## src/rtl/store_rmw_pkg.sv

```systemverilog
// Shared CPU store/load definitions: op encodings, RMW FSM states, request payload.
package store_rmw_pkg;

    localparam int unsigned XLEN = 32;
    localparam int unsigned OPW  = 2;

    typedef enum logic [OPW-1:0] {
        OP_SW  = 2'd0,
        OP_SH  = 2'd1,
        OP_SB  = 2'd2,
        OP_RSV = 2'd3
    } store_op_e;

    typedef enum logic [2:0] {
        ST_IDLE   = 3'd0,
        ST_READ   = 3'd1,
        ST_MERGE  = 3'd2,
        ST_WRITE  = 3'd3,
        ST_FINISH = 3'd4
    } rmw_state_e;

    typedef struct packed {
        store_op_e         op;
        logic [XLEN-1:0]   wdata;
    } store_req_t;

    // Reserved op, misaligned halfword or misaligned word is rejected.
    function automatic logic store_reject(input store_op_e op, input logic [1:0] offset);
        logic rej;
        case (op)
            OP_SW:   rej = (offset != 2'b00);
            OP_SH:   rej = offset[0];
            OP_SB:   rej = 1'b0;
            default: rej = 1'b1;
        endcase
        return rej;
    endfunction

endpackage

```

## src/rtl/store_lane_merge.sv

```systemverilog
// Replaces the addressed byte/halfword lane of a RAM word with store data (little-endian).
module store_lane_merge
    import store_rmw_pkg::*;
(
    input  logic [31:0] old_word,
    input  logic [31:0] wdata,
    input  logic [1:0]  op,
    input  logic [1:0]  offset,
    output logic [31:0] new_word
);

    always_comb begin
        new_word = old_word;
        case (store_op_e'(op))
            OP_SB: begin
                case (offset)
                    2'd0:    new_word[7:0]   = wdata[7:0];
                    2'd1:    new_word[15:8]  = wdata[7:0];
                    2'd2:    new_word[23:16] = wdata[7:0];
                    default: new_word[31:24] = wdata[7:0];
                endcase
            end
            OP_SH: begin
                if (offset[1]) new_word[31:16] = wdata[15:0];
                else           new_word[15:0]  = wdata[15:0];
            end
            OP_SW:   new_word = wdata;
            default: new_word = old_word;
        endcase
    end

endmodule

```

## src/rtl/store_rmw.sv

```systemverilog
// Store unit: full-word stores write directly, byte/halfword stores do read-merge-write.
module store_rmw
    import store_rmw_pkg::*;
#(
    parameter int unsigned AW = 32
) (
    input  logic          clk,
    input  logic          rst,
    input  logic          req_valid,
    output logic          req_ready,
    input  logic [1:0]    req_op,
    input  logic [AW-1:0] req_addr,
    input  logic [31:0]   req_wdata,
    output logic [AW-1:0] mem_addr,
    output logic          mem_re,
    input  logic [31:0]   mem_rdata,
    output logic          mem_we,
    output logic [31:0]   mem_wdata,
    output logic          done,
    output logic          err
);

    rmw_state_e    state, state_d;
    store_req_t    req_q, req_d;
    logic [AW-1:0] addr_q, addr_d;
    logic          reject_q, reject_d;
    logic [31:0]   merge_q, merge_d;
    logic [31:0]   merged_word;

    logic          ready_d, re_d, we_d, done_d, err_d;
    logic [AW-1:0] mem_addr_d;
    logic [31:0]   mem_wdata_d;

    store_lane_merge u_merge (
        .old_word (mem_rdata),
        .wdata    (req_q.wdata),
        .op       (req_q.op),
        .offset   (addr_q[1:0]),
        .new_word (merged_word)
    );

    // Next state and next registered outputs, derived from the state being entered.
    always_comb begin
        state_d  = state;
        req_d    = req_q;
        addr_d   = addr_q;
        reject_d = reject_q;
        merge_d  = merge_q;

        case (state)
            ST_IDLE: begin
                if (req_valid && req_ready) begin
                    req_d    = '{op: store_op_e'(req_op), wdata: req_wdata};
                    addr_d   = req_addr;
                    reject_d = store_reject(store_op_e'(req_op), req_addr[1:0]);
                    if (reject_d)                           state_d = ST_FINISH;
                    else if (store_op_e'(req_op) == OP_SW)  state_d = ST_WRITE;
                    else                                    state_d = ST_READ;
                end
            end
            ST_READ:   state_d = ST_MERGE;
            ST_MERGE: begin
                merge_d = merged_word;
                state_d = ST_WRITE;
            end
            ST_WRITE:  state_d = ST_FINISH;
            ST_FINISH: state_d = ST_IDLE;
            default:   state_d = ST_IDLE;
        endcase

        ready_d = (state_d == ST_IDLE);
        re_d    = (state_d == ST_READ);
        we_d    = (state_d == ST_WRITE);
        done_d  = (state_d == ST_FINISH);
        err_d   = done_d && reject_d;

        mem_addr_d = '0;
        if (state_d == ST_READ || state_d == ST_MERGE || state_d == ST_WRITE)
            mem_addr_d = {addr_d[AW-1:2], 2'b00};

        mem_wdata_d = '0;
        if (we_d)
            mem_wdata_d = (req_d.op == OP_SW) ? req_d.wdata : merge_d;
    end

    always_ff @(posedge clk or posedge rst) begin
        if (rst) begin
            state     <= ST_IDLE;
            req_q     <= '0;
            addr_q    <= '0;
            reject_q  <= 1'b0;
            merge_q   <= '0;
            req_ready <= 1'b1;
            mem_re    <= 1'b0;
            mem_we    <= 1'b0;
            done      <= 1'b0;
            err       <= 1'b0;
            mem_addr  <= '0;
            mem_wdata <= '0;
        end else begin
            state     <= state_d;
            req_q     <= req_d;
            addr_q    <= addr_d;
            reject_q  <= reject_d;
            merge_q   <= merge_d;
            req_ready <= ready_d;
            mem_re    <= re_d;
            mem_we    <= we_d;
            done      <= done_d;
            err       <= err_d;
            mem_addr  <= mem_addr_d;
            mem_wdata <= mem_wdata_d;
        end
    end

endmodule

```

## config.mk

```make
export PLATFORM = sky130hd
export DESIGN_NAME = store_rmw
export DESIGN_NICKNAME = d
export VERILOG_FILES = /design/src/rtl/store_rmw_pkg.sv /design/src/rtl/store_lane_merge.sv /design/src/rtl/store_rmw.sv
export SDC_FILE = /design/constraint.sdc
export NUM_CORES = 1
export LEC_CHECK = 0
export ABC_AREA = 1
export CORE_ASPECT_RATIO = 0.5
export CORE_MARGIN = 10
export CORE_UTILIZATION = 35
export CTS_CLUSTER_DIAMETER = 200
export CTS_CLUSTER_SIZE = 12
export DETAILED_ROUTE_END_ITERATION = 10
export PLACE_DENSITY = 0.67
export SYNTH_ARGS = -nofsm -noshare
export SYNTH_HDL_FRONTEND = slang
export SYNTH_SLANG_ARGS = --single-unit
```

## constraint.sdc

```tcl
create_clock -name clk -period 11.2 [get_ports clk]
set_input_delay 2.8 -clock clk [delete_from_list [all_inputs] [get_ports clk]]
set_output_delay 2.8 -clock clk [all_outputs]
set_load 0.1 [all_outputs]
```

After elaboration in Yosys (flattened, before gate mapping):

Index checks and enable logic that the tools add are counted.

* bits of input ports: 101
* output and inout bits: 69
* logic and storage cells: 64
* flip-flop bits (word level): 171

* reduce and logical (&&, ||, !) cells: 13
* muxes and demuxes: 24
* equal/unequal tests: 13

Operators with widths (count)
* 2-to-1 mux 32 bit: 6
* one-hot mux 32 bit (3 select lines): 1
* 2-to-1 mux 34 bit: 2
* 2-to-1 mux 16 bit: 2
* 2-to-1 mux 8 bit: 4
* equality test 3 x 2 -> 1 bit, second input constant: 4
* one-hot mux 3 bit (4 select lines): 1
* logical NOT 2 bit: 4
* equality test 2 x 1 -> 1 bit, second input constant: 3
* equality test 2 bit, second input constant: 3
* equality test 3 x 1 -> 1 bit, second input constant: 2
* logical NOT 3 bit: 2
* 2-to-1 mux 3 bit: 2
* 2-to-1 mux 1 bit: 4
* equality test 3 bit, second input constant: 1
* one-hot mux 1 bit (3 select lines): 1
* OR reduction 3 bit: 1
* logical AND 1 bit: 2
* logical OR 1 bit: 2
* 2-to-1 mux 2 bit: 1
* AND reduction 2 bit: 1
* nonzero test 2 bit: 1

Logic depth before layout (Yosys ltp):

Gate-level depths: netlist (run 1).

* word-level depth: 11
* mapped depth: 12
* depth with buffers taken out: 11

Cells and area by module:

A second synthesis (run 1) with hierarchy kept.

* cells, all modules: 1119
* area, all modules: 8296.7 um2

Modules (own cells, without submodules)
* store_rmw: instances 1, sequential area each 4230.3 um2, cells each 849, area each 7126.8 um2
* store_lane_merge: instances 1, sequential area each 0.0 um2, cells each 270, area each 1169.9 um2

Worst setup path before layout (run 1):

No wires, ideal clock.

* kind: input -> register
* from: input port req_valid
* to: register mem_wdata[14]
* data required time: 11079 ps
* slack: 7326 ps
* stages on the path: 10
* data arrival time: 3753 ps
* library setup time: 121 ps
* buffers on the path: 2
* cell sequence: nand2_1 inv_2 nand3_4 buf_6 buf_6 or2_0 o21ai_1 nand2_1 nand2_1 nor2_1

* cells in the longest elaborated chain, start to end: 6
* elaborated cells between the ends (all ways): 9
* those cells by class: 1 x eq/ne; 6 x mux; 2 x reduce/logical

Ends and longest elaborated chain
* start: declaration: line store_rmw.sv:9 `input logic req_valid,`
* logical AND 1 bit (*): line store_rmw.sv:52 `if (req_valid && req_ready) begin`
* parallel branches: the longest is 4 deep, another holds one-hot mux 3 bit (4 select lines)
* 2-to-1 mux 32 bit (*): line store_rmw.sv:82 `if (we_d)`
* net mem_wdata_d[14]: line store_rmw.sv:32 `logic [31:0] mem_wdata_d;`
* end signal: assignment: line store_rmw.sv:112 `mem_wdata <= mem_wdata_d;`
* end: declaration: line store_rmw.sv:18 `output logic [31:0] mem_wdata,`

Mark *: on every way through the listed nets, which the timed path passes.
A chain may end at the register's enable or synchronous reset.

Worst setup path after layout (run 1):

* from: input port req_valid
* to: register mem_wdata[3]

Same word-level chain as after synthesis.

==> summary.txt, run 1 <==
STA
  – Post-route worst setup slack: 5.87 ns
  – Final TNS setup: 0 ns
  – Final Critical Period: 5.33 ns
  – Unrepaired setup endpoints after global routing: false
  – Final Hold Viols: 0
  – Final Cycle Share: 0.476
  – Slew Limit Headroom: 0.278
  – Clock skew: 0.0136 ns
  – Final Setup Violations: 0
  – Slew @ Worst Pin: 1.08 ns
  – Max Fclk: 0.188 GHz
  – Worst hold margin: 0.477 ns
  – Pins Over Slew Limit: 0

Job
  – MaxCap Viol Count: 0

Run status
  – Status: completed

Critical path
  – Crit. End Element: register
  – CP Launch Type: input port
  – CP most frequent cell: nand2_1
  – Worst path cell trace: clkdlybuf4s50_1 -> nand2_1 -> inv_2 -> nand3_4 -> nand2_1 -> nand2_1 -> nand2_2 -> inv_2 -> nand2_1 -> nand2_1 -> nor2_1
  – Crit-path leading delay family: simple AND/OR/NAND/NOR gates
  – CP Depth: 11
  – Delay of the slowest cell on the worst path: 0.57 ns
  – Critical R2R Launch: req_ready
  – Maximum fanout along the worst path: 68
  – Buf+Inv Stages, Crit Path: 3
  – Slowest stage cell on the critical path: nand2_2
  – Crit path DAT: 5.70 ns
  – CP required: 11.56 ns
  – Crit Path Class: in2reg
  – Crit. Startpoint: req_valid
  – R2R depth: 10

Yosys
  – Post-Syn Area: 0.00833 mm^2
  – YS warnings: 0
  – Area contributors post-synth: dfrtp_1 (50%), nand2_1 (14%), nand3_1 (8.8%)
  – Synthesized netlist cell count: 1081
  – Post-synth EDFFs: 0
  – Post-synth top area share: 0.505
  – Synth Register Bits: 169
  – Synth area leader: dfrtp_1
  – Commonest cells post-synth: nand2_1 (302), dfrtp_1 (168), nand3_1 (147)
  – Top FF cell, synth: dfrtp_1
  – Most common cell in the netlist: nand2_1
  – Post-synthesis sequential area ratio: 0.508
  – Asr flop ratio synth: 1.00
  – Synth cell types: 28
  – Syn avg cell area: 7.70 um^2

Layout
  – Fill cells: 2212
  – P&R area growth vs syn: 28.7%
  – Share of layout cells above drive strength 1: 0.0553
  – Sequential Area: 0.00423 mm^2
  – Nets: 1317
  – Fin util: 0.464
  – Multi-input gate area: 0.00329 mm^2

Floorplanning
  – Die Wd: 238 um
  – Core Footprint: 0.0231 mm^2
  – Die Ht: 129 um
  – Num ports: 170
  – Starting Density: 0.361
  – Row count: 39
  – Full die area: 0.0307 mm^2

Clock network
  – CTS HTree Levels: 4
  – Clk sinks: 169
  – Cts hold-fix bufs: 0
  – TritonCTS buffer count: 17
  – Worst-skew pair later-pin latency: 0.44 ns
  – CTS resizes: 0
  – Number of setup buffers added after CTS: 0
  – Worst-path clk slew: 0.07 ns
  – CTS tree: yes
  – CTS max path bufs: 2
  – Root Driver: clkbuf_16

GRT
  – Largest net degree at the start of global routing: 104
  – Number of global-route vias before repair: 7627
  – First-pass GRT wire length: 40700 um
  – Initial antenna violation count: 0
  – All-layer global routing usage: 0.164
  – Total congestion overflow: 0

Detailed routing
  – Antenna-violating nets left: 0
  – DRT iter0 DRCs: 553
  – Pre-Repair DR Iteration Count: 5
  – Post-DR wirelength/cell: 16.4 um
  – Via density: 4.85
  – Vias: 7449
  – Final wirelength: 25100 um
  – Drt drc: 0

Min path
  – Hold_sp: reject_q
  – Tightest Hold Check Type: reg2reg
  – Worst hold path depth: 2

Place
  – Routability Congestion: 0.837
  – # port buffers: 167
  – DP HPWL: 17100 um
  – Pre-CTS WS: 5.34 ns
## worst min-delay path: cells and delay by family (launching register included)
family / cells / cell delay (ns)
flops: 1 / 0.32
simple gates: 2 / 0.12
## cells in the final DEF, fill, tap and decap left out, drive strengths merged, types with 2 or more instances in the layout
master,instances
nand2,303
dfrtp,168
clkdlybuf4s50,167
nand3,148
inv,141
nor2,70
a21oi,67
o21ai,64
or2,62
clkbuf,17
buf,8
clkinv,6
nand4,3
conb,2
## through the flow
step	instances	instance area (um^2)
2_1_floorplan	1082	8330
3_3_place_gp	1504	10100
3_5_place_dp	1504	10100
4_1_cts	1536	10700
5_1_grt	1536	10700
6_report	1537	10700
## kinds of logic (layout without fill, tap and decap cells)
family / after synthesis / count (layout) / share of synthesized area
AO/OA/AOI/OAI: 131 / 131 / 0.0833
buffers and inverters: 193 / 340 / 0.0981
flip-flops: 169 / 169 / 0.508
other: 1 / 3 / 0.000450
AND/OR/NAND/NOR: 587 / 587 / 0.310
## sequential cells by signal (all words and copies together) (netlist names)
name,cells
req_q,34
req_ready,1
addr_q,32
merge_q,32
state,3
mem_re,1
done,1
mem_we,1
reject_q,1
mem_wdata,32
err,1
mem_addr,30
## layout make-up
cell class / count / share of cell area
Inverter: 133 / 0.0470
Tap cell: 307 / 0.0358
Multi-Input combinational cell: 720 / 0.307
Antenna cell: 1 / 0.000233
Clock inverter: 15 / 0.0144
Timing Repair Buffer: 175 / 0.162
Sequential cell: 169 / 0.395
Clock buffer: 17 / 0.0397
## path summary, 6_finish.rpt
check                          endpoint  slack, ns
max                        mem_wdata[3]       5.87
min                            reject_q       0.48
max reg2reg                mem_wdata[3]       8.13
min reg2reg                    reject_q       0.48
max in group asynchronous     req_q[32]       6.79
min in group asynchronous  mem_addr[21]       2.92
## layer usage
metal	global-route usage	vias up	wire length, um
met1	0.205	3583	11100
met4	0.0566	0	505
met2	0.278	198	12300
li1	-	3636	-
met3	0.0349	32	1260
met5	0	-	0
Power of run 1 is not shown: default switching activity piles up to over one toggle a cycle in this logic, so the estimate is an artifact.
==> run 2: changes to the inputs <==
--- a/config.mk
+++ b/config.mk
@@ -12,7 +12,7 @@
 export CTS_CLUSTER_DIAMETER = 200
 export CTS_CLUSTER_SIZE = 12
 export DETAILED_ROUTE_END_ITERATION = 10
-export PLACE_DENSITY = 0.67
+export PLACE_DENSITY = 0.69
 export SYNTH_ARGS = -nofsm -noshare
 export SYNTH_HDL_FRONTEND = slang
 export SYNTH_SLANG_ARGS = --single-unit
==> constraint.sdc (replaced) <==
create_clock -name clk -period 4.8 [get_ports clk]
set_input_delay 1.2 -clock clk [delete_from_list [all_inputs] [get_ports clk]]
set_output_delay 1.2 -clock clk [all_outputs]
set_load 0.1 [all_outputs]
==> run 2 against run 1 <==
Against the previous run:
- critical path depth fell by 10
- first-iteration DRC count rose by 35%
- clock-buffer cell count rose by 2
- global-route usage fell by 0.40 points
- via count fell by 0.50%
- sequential share of layout area fell by 0.051 points
- utilization rose by 0.060 points
- clock skew fell by 0.0090 ns
==> summary.txt, run 2 (synthesized netlist as in run 1, its figures left out) <==
Layout
  – Biggest register: req_q
  – Fin util: 0.465 (+0.000596)
  – Max reg flops: 34 (unchanged)
  – P&R area growth vs syn: 28.9%
  – Nets: 1320 (+0.23%)
  – Leading cell types in the layout, fill and taps excluded: nand2_1 (301), dfrtp_1 (168), clkdlybuf4s50_1 (167)
  – Post-route cell area: 0.0107 mm^2 (+0.13%)
  – Most common cell after layout, fill and taps aside: nand2_1
  – Share of layout cells above drive strength 1: 0.0569 (+0.00153)

STA
  – Final TNS setup: 0 ns (unchanged)
  – Post-route worst setup slack: 1.46 ns (-4.40 ns)
  – Unrepaired setup endpoints after global routing: false
  – Final Hold Viols: 0 (unchanged)
  – Max Fclk: 0.300 GHz
  – Clock skew: 0.00467 ns (-0.00898 ns)
  – Slew @ Worst Pin: 1.09 ns (+0.0100 ns)
  – Final Cycle Share: 0.695
  – Slew Limit Headroom: 0.273 (-0.00564)
  – Final Critical Period: 3.34 ns
  – Final Setup Violations: 0 (unchanged)
  – Pins Over Slew Limit: 0 (unchanged)

Floorplanning
  – Die Wd: 238 um (unchanged)
  – Die Ht: 129 um (unchanged)
  – Num ports: 170 (unchanged)
  – Row count: 39 (unchanged)
  – Starting Density: 0.361 (unchanged)
  – Core Footprint: 0.0231 mm^2 (unchanged)
  – Full die area: 0.0307 mm^2 (unchanged)

Place
  – Pre-CTS WS: 1.39 ns (-3.95 ns)
  – # port buffers: 167 (unchanged)
  – Area after DPL: 0.0102 mm^2 (+0.46%)
  – Routability Congestion: 0.822 (-1.8%)
  – DP HPWL: 17300 um (+0.84%)

Clock network
  – CTS max path bufs: 2 (unchanged)
  – Root Driver: clkbuf_16
  – CTS HTree Levels: 4 (unchanged)
  – Number of setup buffers added after CTS: 0 (unchanged)
  – CTS tree: yes
  – Cts hold-fix bufs: 0 (unchanged)
  – CTS resizes: 0 (unchanged)
  – Clk sinks: 169 (unchanged)
  – Worst-skew pair later-pin latency: 0.44 ns (about the same)
  – Worst-path clk slew: 0.06 ns (about the same)
  – TritonCTS buffer count: 17 (unchanged)

Critical path
  – Reg2reg setup slack: 2.48 ns (-5.65 ns)
  – Crit Path Class: reg2out
  – Slowest stage cell on the critical path: clkdlybuf4s50_1
  – Crit-path leading delay family: buffers and inverters
  – Crit. End Element: output pin
  – Buf+Inv Stages, Crit Path: 1 (-2)
  – Crit path DAT: 2.14 ns (-3.56 ns)
  – R2R depth: 10 (unchanged)
  – Crit. Startpoint: req_ready
  – Worst path cell trace: clkdlybuf4s50_1
  – Maximum fanout along the worst path: 2 (-97%)
  – Delay of the slowest cell on the worst path: 1.14 ns (+0.57 ns)
  – Worst R2R End: mem_wdata[15]
  – Critical R2R Launch: addr_q[1]
  – CP required: 3.60 ns (-7.96 ns)
  – CP Launch Type: register

Detailed routing
  – Final wirelength: 24700 um (-1.8%)
  – Pre-Repair DR Iteration Count: 5 (unchanged)
  – Via density: 4.82 (-0.63%)
  – DRT iter0 DRCs: 744 (+35%)
  – Vias: 7412 (-0.50%)
  – Antenna-violating nets left: 0 (unchanged)
  – Post-DR wirelength/cell: 16.0 um (-2.0%)
  – Drt drc: 0 (unchanged)

Min path
  – Worst hold path depth: 2 (unchanged)
  – Tightest Hold Check Type: reg2reg
  – Hold endpoint: merge_q[14]
  – Hold_sp: merge_q[14]

GRT
  – Number of global-route vias before repair: 7362 (-3.5%)
  – Total congestion overflow: 0 (unchanged)
  – Largest net degree at the start of global routing: 130 (+25%)
  – Initial antenna violation count: 1 (+1)
  – All-layer global routing usage: 0.160 (-0.00397)
  – First-pass GRT wire length: 39400 um (-3.1%)

Job
  – MaxCap Viol Count: 0 (unchanged)

Run status
  – Status: completed
run 2: worst max-delay path by stage:
stage | endpoint | cells past startpoint
CTS | req_ready | 1
global placement | mem_addr[3] | 11
floorplan | addr_q[0] | 1
finish | req_ready | 1
global route | req_ready | 1
detailed placement | mem_wdata[13] | 10
run 2: per-layer routing:
| layer | vias up | global-route usage | wire, um |
|---|---|---|---|
| met4 | 0 | 0.0644 | 573 |
| met5 | - | 0 | 0 |
| met2 | 217 | 0.272 | 12400 |
| li1 | 3646 | - | - |
| met1 | 3510 | 0.198 | 10400 |
| met3 | 39 | 0.0324 | 1280 |
run 2: layout make-up:
| type | instances | area [um^2] |
|---|---|---|
| fill | 2189 | 12300 |
| sequential | 169 | 4230 |
| multi-input combinational | 720 | 3290 |
| timing repair buffer | 178 | 1780 |
| inverter | 133 | 503 |
| clock buffer | 19 | 453 |
| tap | 307 | 384 |
| clock inverter | 12 | 93.8 |
| antenna | 1 | 2.50 |
run 2: stage by stage:
step	std cells	hold slack (ns)
5_1_grt	1539	0.491
6_report	1539	0.474
3_3_place_gp	1507	0.456
4_1_cts	1538	0.478
3_5_place_dp	1507	0.461
2_1_floorplan	1082	0.438
run 2: worst reg2reg max path, stage by stage (launching register included):
cell	delay, ns
dfrtp_1	0.36
buf_4	0.27
inv_2	0.60
nand2_1	0.40
nand2_1	0.14
nand3_1	0.08
nand3_1	0.09
nand2_1	0.09
nand3_1	0.08
nand2_1	0.05
nor2_1	0.09
Power of run 2 is left out for the same reason.
==> run 3: changes to the inputs <==
==> constraint.sdc (replaced) <==
create_clock -name clk -period 3 [get_ports clk]
set_input_delay 0.75 -clock clk [delete_from_list [all_inputs] [get_ports clk]]
set_output_delay 0.75 -clock clk [all_outputs]
set_load 0.1 [all_outputs]
==> run 3 against run 2 <==
Against the previous run:
- first-iteration DRC count shrank 13%
- final area is essentially flat
- utilization is essentially flat
- cell count grew 0.45%
- sequential share of layout area is essentially flat
- non-clock buffer count grew 9
- worst hold slack lost 0.0010 ns
- via count grew 2.0%
- die area is the same
- register-to-register slack lost 1.6 ns
- critical path type is now in2reg
==> summary.txt, run 3 (synthesized netlist as in run 1, its figures left out) <==
Floorplanning
  – Starting Density: 0.361 (unchanged)
  – Num ports: 170 (unchanged)
  – Full die area: 0.0307 mm^2 (unchanged)
  – Die Ht: 129 um (unchanged)
  – Core Footprint: 0.0231 mm^2 (unchanged)
  – Die Wd: 238 um (unchanged)
  – Row count: 39 (unchanged)

Critical path
  – Maximum fanout along the worst path: 23 (+21)
  – Worst path cell trace: clkdlybuf4s50_1 -> nand2_1 -> inv_2 -> nand3_4 -> nand2_1 -> nand2_1 -> nand2_2 -> buf_4 -> nand3_1 -> nand2_1 -> nor2_1
  – CP required: 3.31 ns (-0.29 ns)
  – Slowest stage cell on the critical path: clkdlybuf4s50_1
  – Crit Path Class: in2reg
  – Crit path DAT: 2.50 ns (+0.36 ns)
  – Crit. End Element: register
  – CP most frequent cell: nand2_1
  – Delay of the slowest cell on the worst path: 0.46 ns (-0.68 ns)
  – CP Launch Type: input port

STA
  – Final Critical Period: 2.18 ns
  – Unrepaired setup endpoints after global routing: false
  – Final Hold Viols: 0 (unchanged)
  – Slew @ Worst Pin: 0.743 ns (-0.348 ns)
  – Clock skew: 0.0126 ns (+0.00794 ns)
  – Final Cycle Share: 0.727
  – Slew Limit Headroom: 0.505 (+0.232)
  – Final Setup Violations: 0 (unchanged)
  – Final TNS setup: 0 ns (unchanged)
  – Max Fclk: 0.458 GHz
  – Pins Over Slew Limit: 0 (unchanged)

Detailed routing
  – Final wirelength: 25600 um (+3.7%)
  – DRT iter0 DRCs: 645 (-13%)
  – Antenna-violating nets left: 0 (unchanged)
  – Via density: 4.89 (+1.6%)
  – Drt drc: 0 (unchanged)
  – Pre-Repair DR Iteration Count: 5 (unchanged)
  – Vias: 7562 (+2.0%)
  – Post-DR wirelength/cell: 16.6 um (+3.3%)

Layout
  – Max reg flops: 34 (unchanged)
  – Nets: 1329 (+0.68%)
  – Share of layout cells above drive strength 1: 0.116 (+0.0594)
  – P&R area growth vs syn: 28.9% (about the same)
  – N_diodes: 0 (-1)
  – Most common cell after layout, fill and taps aside: nand2_1
  – Leading cell types in the layout, fill and taps excluded: nand2_1 (301), dfrtp_1 (168), nand3_1 (147)
  – Biggest register: req_q
  – Post-route cell area: 0.0107 mm^2 (about the same)

Clock network
  – Root Driver: clkbuf_16
  – CTS resizes: 0 (unchanged)
  – Number of setup buffers added after CTS: 0 (unchanged)
  – CTS max path bufs: 2 (unchanged)
  – TritonCTS buffer count: 17 (unchanged)
  – Clk sinks: 169 (unchanged)
  – CTS tree: yes
  – Worst-path clk slew: 0.07 ns (about the same)
  – Cts hold-fix bufs: 0 (unchanged)
  – Worst-skew pair later-pin latency: 0.43 ns (about the same)
  – CTS HTree Levels: 4 (unchanged)

GRT
  – First-pass GRT wire length: 41500 um (+5.2%)
  – Largest net degree at the start of global routing: 65 (-50%)
  – All-layer global routing usage: 0.168 (+0.00869)
  – Number of global-route vias before repair: 7779 (+5.7%)
  – Initial antenna violation count: 0 (-1)
  – Total congestion overflow: 0 (unchanged)

Place
  – # port buffers: 167 (unchanged)
  – Routability Congestion: 0.858 (+4.4%)
  – Area after DPL: 0.0101 mm^2 (-0.61%)
  – DP HPWL: 18100 um (+4.5%)

Job
  – MaxCap Viol Count: 0 (unchanged)

Min path
  – Tightest Hold Check Type: reg2reg

Run status
  – Status: completed
## run 3: metal layers
metal,vias to the layer above,GRT usage,wire [um]
met5,-,0,0
met4,0,0.0543,540
met3,38,0.0370,1590
met2,249,0.296,12900
met1,3611,0.204,10500
li1,3664,-,-
## run 3: per-stage QoR
stage / std cells / setup WS [ns] / hold WS [ns] / utilization
final: 1546 / 0.818 / 0.473 / 0.465
after global routing: 1546 / 0.669 / 0.495 / 0.465
after CTS: 1546 / 0.811 / 0.478 / 0.465
after global placement: 1516 / 0.492 / 0.454 / 0.438
after detailed placement: 1516 / 0.402 / 0.462 / 0.438
after floorplan: 1082 / 0.0961 / 0.438 / -
## run 3: worst max-delay path: cells and delay by family
kind / cells / cell delay, ns
buffers and inverters: 3 / 0.87
and+or+nand+nor: 8 / 0.87
## run 3: path summary, 6_finish.rpt
| path | cells past startpoint | from | slack, ns | end |
|---|---|---|---|---|
| worst max-delay path | 11 | req_valid | 0.82 | mem_wdata[14] |
| worst min-delay path | 2 | merge_q[22] | 0.47 | merge_q[22] |
| worst max register to register | 9 | addr_q[1] | 0.88 | mem_wdata[14] |
| worst min register to register | 2 | merge_q[22] | 0.47 | merge_q[22] |
| max in group asynchronous | 3 | rst | 1.70 | req_ready |
| min in group asynchronous | 2 | rst | 0.66 | mem_addr[28] |
## run 3: area by class of cell
type | count | area, um^2
Clock inverter | 11 | 171
Sequential cell | 169 | 4230
Multi-Input combinational cell | 720 | 3290
Timing Repair Buffer | 187 | 1720
Tap cell | 307 | 384
Fill cell | 2238 | 12300
Inverter | 133 | 503
Clock buffer | 19 | 443
Power of run 3 is left out for the same reason.
